File: config.mk
export PLATFORM = sky130hd
export DESIGN_NAME = alu_operand_loader
export DESIGN_NICKNAME = d
export VERILOG_FILES = /design/src/rtl/alu_operand_loader.sv
export SDC_FILE = /design/constraint.sdc
export NUM_CORES = 1
export LEC_CHECK = 0
export ABC_CLOCK_PERIOD_IN_PS = 2500
export BUFFER_PORTS_ARGS = -buffer_cell sky130_fd_sc_hd__buf_4
export CAP_MARGIN = 30
export CORE_MARGIN = 3
export CORE_UTILIZATION = 45
export DETAILED_ROUTE_END_ITERATION = 7
export GPL_TIMING_DRIVEN = 0
export PLACE_DENSITY_LB_ADDON = 0.3
export SLEW_MARGIN = 10
export SYNTH_ARGS = -nofsm -noshare
export SYNTH_HDL_FRONTEND = slang
export SYNTH_SLANG_ARGS = --single-unit
File: constraint.sdc
create_clock -name clk -period 2.5 [get_ports clk]
set_clock_uncertainty 0.2 [all_clocks]
set_input_delay 0.5 -clock clk [delete_from_list [all_inputs] [get_ports clk]]
set_output_delay 0.5 -clock clk [all_outputs]
set_load 0.005 [all_outputs]
File: src/rtl/alu_operand_loader.sv
`default_nettype none
// ============================================================================
// Module      : alu_operand_loader
// Description : Debounced three-press loader for the ALU a/b/op operands.
//               Presses load A, then B, then the opcode; reloads of the
//               opcode are accepted while running.
// Revision    : 1.0 - initial release
// ============================================================================
module alu_operand_loader #(
    parameter int DATA_W          = 4,
    parameter int OP_W            = 3,
    parameter int DEBOUNCE_CYCLES = 1_000_000
) (
    input  logic              clk,
    input  logic              rst_n,
    input  logic [DATA_W-1:0] sw,
    input  logic              btn_load,
    input  logic              btn_clear,
    output logic [DATA_W-1:0] a,
    output logic [DATA_W-1:0] b,
    output logic [OP_W-1:0]   op,
    output logic              valid,
    output logic              load_pulse,
    output logic [1:0]        state
);

    localparam int c_CNT_W = (DEBOUNCE_CYCLES > 1) ? $clog2(DEBOUNCE_CYCLES) : 1;
    localparam logic [c_CNT_W-1:0] c_CNT_MAX = c_CNT_W'(DEBOUNCE_CYCLES - 1);

    typedef enum logic [1:0] {
        S_A   = 2'b00,
        S_B   = 2'b01,
        S_OP  = 2'b10,
        S_RUN = 2'b11
    } state_t;

    state_t              r_state;
    state_t              w_state_nxt;
    logic [DATA_W-1:0]   r_sw_meta;
    logic [DATA_W-1:0]   r_sw_sync;
    logic [1:0]          r_btn_meta;      // [0] load, [1] clear
    logic [1:0]          r_btn_sync;
    logic [c_CNT_W-1:0]  r_db_cnt [2];
    logic [1:0]          r_db_stable;
    logic [1:0]          r_db_stable_q;
    logic                w_press_load;
    logic                w_press_clr;
    logic [DATA_W-1:0]   r_a;
    logic [DATA_W-1:0]   r_b;
    logic [OP_W-1:0]     r_op;
    logic                r_valid;
    logic                r_load_pulse;
    logic [DATA_W-1:0]   w_a_nxt;
    logic [DATA_W-1:0]   w_b_nxt;
    logic [OP_W-1:0]     w_op_nxt;
    logic                w_valid_nxt;
    logic                w_pulse_nxt;

    always_ff @(posedge clk or negedge rst_n) begin
        if (!rst_n) begin
            r_sw_meta  <= '0;
            r_sw_sync  <= '0;
            r_btn_meta <= '0;
            r_btn_sync <= '0;
        end else begin
            r_sw_meta  <= sw;
            r_sw_sync  <= r_sw_meta;
            r_btn_meta <= {btn_clear, btn_load};
            r_btn_sync <= r_btn_meta;
        end
    end

    // A button's stable level only follows the synced level after it has
    // differed for DEBOUNCE_CYCLES consecutive cycles.
    always_ff @(posedge clk or negedge rst_n) begin
        if (!rst_n) begin
            for (int i = 0; i < 2; i++) begin
                r_db_cnt[i] <= '0;
            end
            r_db_stable   <= '0;
            r_db_stable_q <= '0;
        end else begin
            r_db_stable_q <= r_db_stable;
            for (int i = 0; i < 2; i++) begin
                if (r_btn_sync[i] == r_db_stable[i]) begin
                    r_db_cnt[i] <= '0;
                end else if (r_db_cnt[i] == c_CNT_MAX) begin
                    r_db_stable[i] <= r_btn_sync[i];
                    r_db_cnt[i]    <= '0;
                end else begin
                    r_db_cnt[i] <= r_db_cnt[i] + c_CNT_W'(1);
                end
            end
        end
    end

    assign w_press_load = r_db_stable[0] & ~r_db_stable_q[0];
    assign w_press_clr  = r_db_stable[1] & ~r_db_stable_q[1];

    always_ff @(posedge clk or negedge rst_n) begin
        if (!rst_n) begin
            r_state <= S_A;
        end else begin
            r_state <= w_state_nxt;
        end
    end

    // Clear takes priority over a load arriving in the same cycle.
    always_comb begin
        w_state_nxt = r_state;
        w_a_nxt     = r_a;
        w_b_nxt     = r_b;
        w_op_nxt    = r_op;
        w_valid_nxt = r_valid;
        w_pulse_nxt = 1'b0;
        if (w_press_clr) begin
            w_state_nxt = S_A;
            w_a_nxt     = '0;
            w_b_nxt     = '0;
            w_op_nxt    = '0;
            w_valid_nxt = 1'b0;
        end else if (w_press_load) begin
            case (r_state)
                S_A: begin
                    w_a_nxt     = r_sw_sync;
                    w_state_nxt = S_B;
                end
                S_B: begin
                    w_b_nxt     = r_sw_sync;
                    w_state_nxt = S_OP;
                end
                S_OP: begin
                    w_op_nxt    = r_sw_sync[OP_W-1:0];
                    w_valid_nxt = 1'b1;
                    w_pulse_nxt = 1'b1;
                    w_state_nxt = S_RUN;
                end
                S_RUN: begin
                    w_op_nxt    = r_sw_sync[OP_W-1:0];
                    w_pulse_nxt = 1'b1;
                end
                default: w_state_nxt = S_A;
            endcase
        end
    end

    always_ff @(posedge clk or negedge rst_n) begin
        if (!rst_n) begin
            r_a          <= '0;
            r_b          <= '0;
            r_op         <= '0;
            r_valid      <= 1'b0;
            r_load_pulse <= 1'b0;
        end else begin
            r_a          <= w_a_nxt;
            r_b          <= w_b_nxt;
            r_op         <= w_op_nxt;
            r_valid      <= w_valid_nxt;
            r_load_pulse <= w_pulse_nxt;
        end
    end

    assign a          = r_a;
    assign b          = r_b;
    assign op         = r_op;
    assign valid      = r_valid;
    assign load_pulse = r_load_pulse;
    assign state      = r_state;

endmodule
`default_nettype wire

# Yosys cells after proc, flatten, opt, wreduce, memory -nomap -nowiden
# Cells that the tools add are included.
[word_totals]
ramBits = 0
romBits = 0
ff_bits = 71
latch_bits = 0
n_memories = 0
[classes]
bitwise_logic = 6
eq_ne = 7
order_cmp = 0
n_reduce_logical = 15
mux = 22
multipliers = 0
n_addsub = 2
n_shift = 0
n_div = 0
[op_table]
columns = ["op", "n"]
rows = [
  ["$mux W20", 4],
  ["$add A20 B1 Y20 const B", 2],
  ["$eq A20 B20 Y1 const B", 2],
  ["$mux W4", 6],
  ["$reduce_and A2 Y1", 7],
  ["$reduce_bool A2 Y1", 5],
  ["$mux W3", 3],
  ["$mux W1", 6],
  ["$pmux W2 S3", 1],
  ["$eq A2 B2 Y1 const B", 2],
  ["$mux W2", 2],
  ["$not A1 Y1", 4],
  ["$reduce_bool A4 Y1", 1],
  ["$and A1 B1 Y1", 2],
  ["$eq A1 B1 Y1", 2],
  ["$eq A2 B1 Y1 const B", 1],
  ["$logic_not A2 Y1", 1],
  ["$reduce_or A2 Y1", 1],
]

# Longest topological paths before layout
[logic_depth]
ltp_word = 5
mapped_depth = 7
ltp_nobuf = 5

# Worst setup path before layout
# OpenSTA, ideal clock, no wires.
[synth_timing]
path_kind = "register -> register"
start = "reg r_db_cnt[31] (netlist name)"
end = "reg r_db_stable[0]"
period_less_slack_ps = 2261
t_arrival_ps = 1937
path_slack_ps = 239
t_required_ps = 2175
path_stages_with_launch = 5
cell_sequence = "dfrtp_1 > or4_1 > or4_4 > nor2_1 > mux2_2"
[synth_between]
elab_chain_cells = 2
[synth_lines]
columns = ["element", "line", "text"]
rows = [
  ["start: declaration", "43", "logic [c_CNT_W-1:0] r_db_cnt [2];"],
  ["start signal: indexed assignment", "91", "r_db_cnt[i] <= r_db_cnt[i] + c_CNT_W'(1);"],
  ["$eq A20 B20 Y1", "87", "end else if (r_db_cnt[i] == c_CNT_MAX) begin"],
  ["$reduce_and A2 Y1 (no source line)", "-", ""],
  ["end signal: indexed assignment", "88", "r_db_stable[i] <= r_btn_sync[i];"],
  ["end: declaration", "44", "logic [1:0] r_db_stable;"],
]
# Every way passes these cells.
# A chain may end at the register's enable or synchronous reset.

# Worst setup path after layout
# Same ends and word-level chain as after synthesis.

==> results.py <==
metrics = {
    "worst_setup_path": {
        "timing.rr.start": "r_db_cnt[31]",
        "crit_type": "reg -> reg",
        "crit_chain": "or4_1, or4_4, nor2_1, mux2_2",
        "max_stage_delay_ns": 0.53,
        "end_kind": "flop",
        "startpoint_type": "flop",
        "crit_fanout": 6,
        "critical_path_arrival_ns": 2.41,
        "reg2reg_depth": 4,
        "rrSetupSlack_ns": 0.12,
        "required_ns": 2.53,
        "crit_path_top_delay_cell": "or4_4",
        "timing.rr.end": "r_db_stable[0]",
    },
    "power_and_ir_drop": {
        "power_density_nw_per_um2": 622.2,
        "ir_worst_vdd_mv": 0.3260,
        "p_leak_nw": 1.561,
        "power_mw": 2.272,
    },
    "drt": {
        "drt_iter0_markers": 104,
        "ant_nets": 0,
        "avgViaCountPerCell": 5.350,
        "drc": 0,
        "routedWlPerCell_um": 13.65,
        "wl_um": 5625,
        "drt-pass1-iter-count": 4,
        "route.vias.total": 2204,
    },
    "logic_synthesis": {
        "synth_top_area_share": 0.5717,
        "ys_seq_area_frac": 0.5717,
        "synthesis.area_um2": 3108,
        "ys_warn_count": 0,
        "syn_nets": 310,
        "yosys.area.top_type": "dfrtp_1",
        "synth_area_leaders": "dfrtp_1 (57%), xnor2_1 (7.6%), nor2_1 (6.0%), nand3_1 (3.1%), ha_1 (2.8%)",
        "postSynthCellCount": 295,
        "ys_async_sr_fraction": 1.000,
        "syn_avg_cell_area_um2": 10.54,
        "synth_ff_type": "dfrtp_1",
        "synth_edf_count": 0,
        "ys_seq_elements": 71,
        "synth_cell_types": 34,
    },
    "finish": {
        "final_cell_area_um2": 3651,
        "finalNetCount": 345,
        "area_growth_pct": 17.47,
        "utilization": 0.5590,
        "layout-drive-gt1-share": 0.1582,
        "antenna_cells": 0,
    },
    "floorplanning": {
        "start_util": 0.4759,
        "fp.coreArea_um2": 6531,
        "dieWidth_um": 89.11,
        "die_height_um": 89.11,
        "die_area_um2": 7940,
        "io_pins": 23,
        "placementRows": 29,
    },
    "clock_network": {
        "cts.root.buffer_cell": "clkbuf_8",
        "clockBufferDepth": 2,
        "htreeDepth": 3,
        "cts_tree": "yes",
        "clk_pin_slew_ns": 0.08,
        "postCtsSetupRepairBufs": 0,
        "numCtsBuffers": 9,
        "numClockSinks": 71,
        "clock_latency_ns": 0.34,
    },
    "timing": {
        "worst_pin_slew_ns": 0.6554,
        "slew_headroom": 0.5590,
        "max_freq_mhz": 420.4,
        "finalCritPeriodShare": 0.9515,
        "fin_crit_ns": 2.379,
        "hold_viol": 0,
        "setup_ws_ns": 0.1213,
        "setup_viol": 0,
        "slew_violations": 0,
        "rsz0062_at_grt": "false",
    },
    "status": {
        "outcome": "completed",
    },
    "placed_design": {
        "post-place-ws_ns": -0.006974,
        "io_buffer_count": 22,
        "dp_hpwl_um": 3815,
        "globalplace.congestion": 0.8330,
        "dpl_cell_area_um2": 3369,
    },
    "hold_path": {
        "hold_depth": 1,
        "hold-path-endpoint": "r_sw_meta[1]",
        "hp-start": "sw[1]",
        "hold_class": "in -> reg",
    },
    "grt": {
        "grt_max_degree": 72,
        "grt_use_total": 0.1549,
        "grt_remaining_overflow": 0,
        "grt_first_pass_wirelength_um": 9473,
        "grt_pass1_vias": 2126,
        "antenna_found_initial": 0,
    },
    "job": {
        "cap_violations": 0,
    },
}
-- synth_stat cells (3+ instances only) --
| cell type | instances |
|---|---|
| xnor2_1 | 27 |
| xor2_1 | 5 |
| nand3_1 | 19 |
| nand2_1 | 19 |
| mux2i_1 | 5 |
| dfrtp_1 | 71 |
| clkbuf_1 | 3 |
| ha_1 | 7 |
| nand4_1 | 10 |
| nor4_1 | 12 |
| nor3_1 | 9 |
| inv_1 | 14 |
| nor2_1 | 50 |
| a21oi_1 | 13 |
| o21ai_0 | 4 |
-- worst max-delay path by stage --
| stage | start | endpoint | cells past startpoint |
|---|---|---|---|
| 2_1_floorplan | r_db_cnt[31] | r_db_stable[0] | 4 |
| 3_3_place_gp | r_db_cnt[0] | r_db_cnt[13] | 7 |
| 3_5_place_dp | r_db_cnt[0] | r_db_cnt[13] | 7 |
| 4_1_cts | r_db_cnt[20] | r_db_stable[0] | 5 |
| 5_1_grt | r_db_cnt[0] | r_db_cnt[0] | 7 |
| 6_report | r_db_cnt[31] | r_db_stable[0] | 4 |
-- sequential cells by signal, summed over array words and instances, names as in the netlist --
signal,count
state,2
valid,1
a,4
r_db_stable,2
r_btn_meta,2
r_db_stable_q,2
r_sw_meta,4
r_db_cnt,40
r_btn_sync,2
load_pulse,1
b,4
r_sw_sync,4
op,3
-- power breakdown --
part	total, mW	switching, mW	internal [mW]	leakage (nW)
registers	1.18	0.0140	1.16	0.959
clock network	1.03	0.453	0.574	0.111
logic	0.0658	0.0415	0.0244	0.491
-- what timing repair did --
item | 4_1_cts | 5_1_grt
pin swaps | 0 | 1
gates resized for setup | 1 | 2
hold endpoints to repair | 0 | 29
hold buffers | 0 | 1
endpoints found under the setup margin | 9 | 21
-- kinds of logic (layout without fill, tap and decap cells) --
logic type	count (synthesis)	after routing	synth area share
AO/OA/AOI/OAI	24	24	0.04871
XOR/XNOR	32	32	0.09018
adder cells (fa/ha/maj)	7	7	0.02818
buffers and inverters	19	59	0.02576
flip-flops	71	71	0.5717
multiplexers	7	7	0.02335
AND/OR/NAND/NOR	135	135	0.2122
-- per-layer routing --
| metal | GRT usage | vias to the layer above | part of all wire |
|---|---|---|---|
| li1 | - | 1078 | - |
| met1 | 0.1998 | 1069 | 0.48 |
| met2 | 0.2431 | 45 | 0.46 |
| met3 | 0.03318 | 12 | 0.032 |
| met4 | 0.08525 | 0 | 0.027 |
| met5 | 0 | - | 0 |
-- worst max-delay path: cells and delay by family (launching register included) --
family / cells / cell delay, ns
DFF: 1 / 0.45
and+or+nand+nor: 3 / 1.26
muxes: 1 / 0.36
-- per-stage QoR --
step	hold WS, ns	TNS, ns	cells
after CTS	0.04411	0	410
after global routing	0.04358	0	412
after detailed placement	0.1347	-0.03622	394
after global placement	0.1318	0	394
after floorplan	0.004409	0	295
final	0.06217	0	412
-- placed cells by master, fill, tap and decap left out, types with 3 or more instances in the layout --
| master | n |
|---|---|
| inv_1 | 14 |
| buf_4 | 22 |
| nor4_1 | 12 |
| inv_6 | 3 |
| xnor2_1 | 27 |
| nand4_1 | 10 |
| clkbuf_8 | 9 |
| a21oi_1 | 13 |
| ha_1 | 7 |
| dfrtp_1 | 71 |
| nor2_1 | 50 |
| o21ai_0 | 4 |
| nand2_1 | 19 |
| mux2i_1 | 5 |
| nand3_1 | 17 |
| xor2_1 | 5 |
| nor3_1 | 9 |
| clkbuf_1 | 3 |
-- final cells by class --
| cell class | instances | area [um2] |
|---|---|---|
| sequential | 71 | 1777 |
| timing repair buffer | 24 | 202.7 |
| fill | 571 | 2880 |
| inverter | 14 | 52.55 |
| buffer | 5 | 27.53 |
| multi-input combinational | 205 | 1269 |
| clock buffer | 9 | 123.9 |
| tap | 77 | 96.34 |
| clock inverter | 7 | 102.6 |
Note: power is estimated with default switching activity, not from simulation.
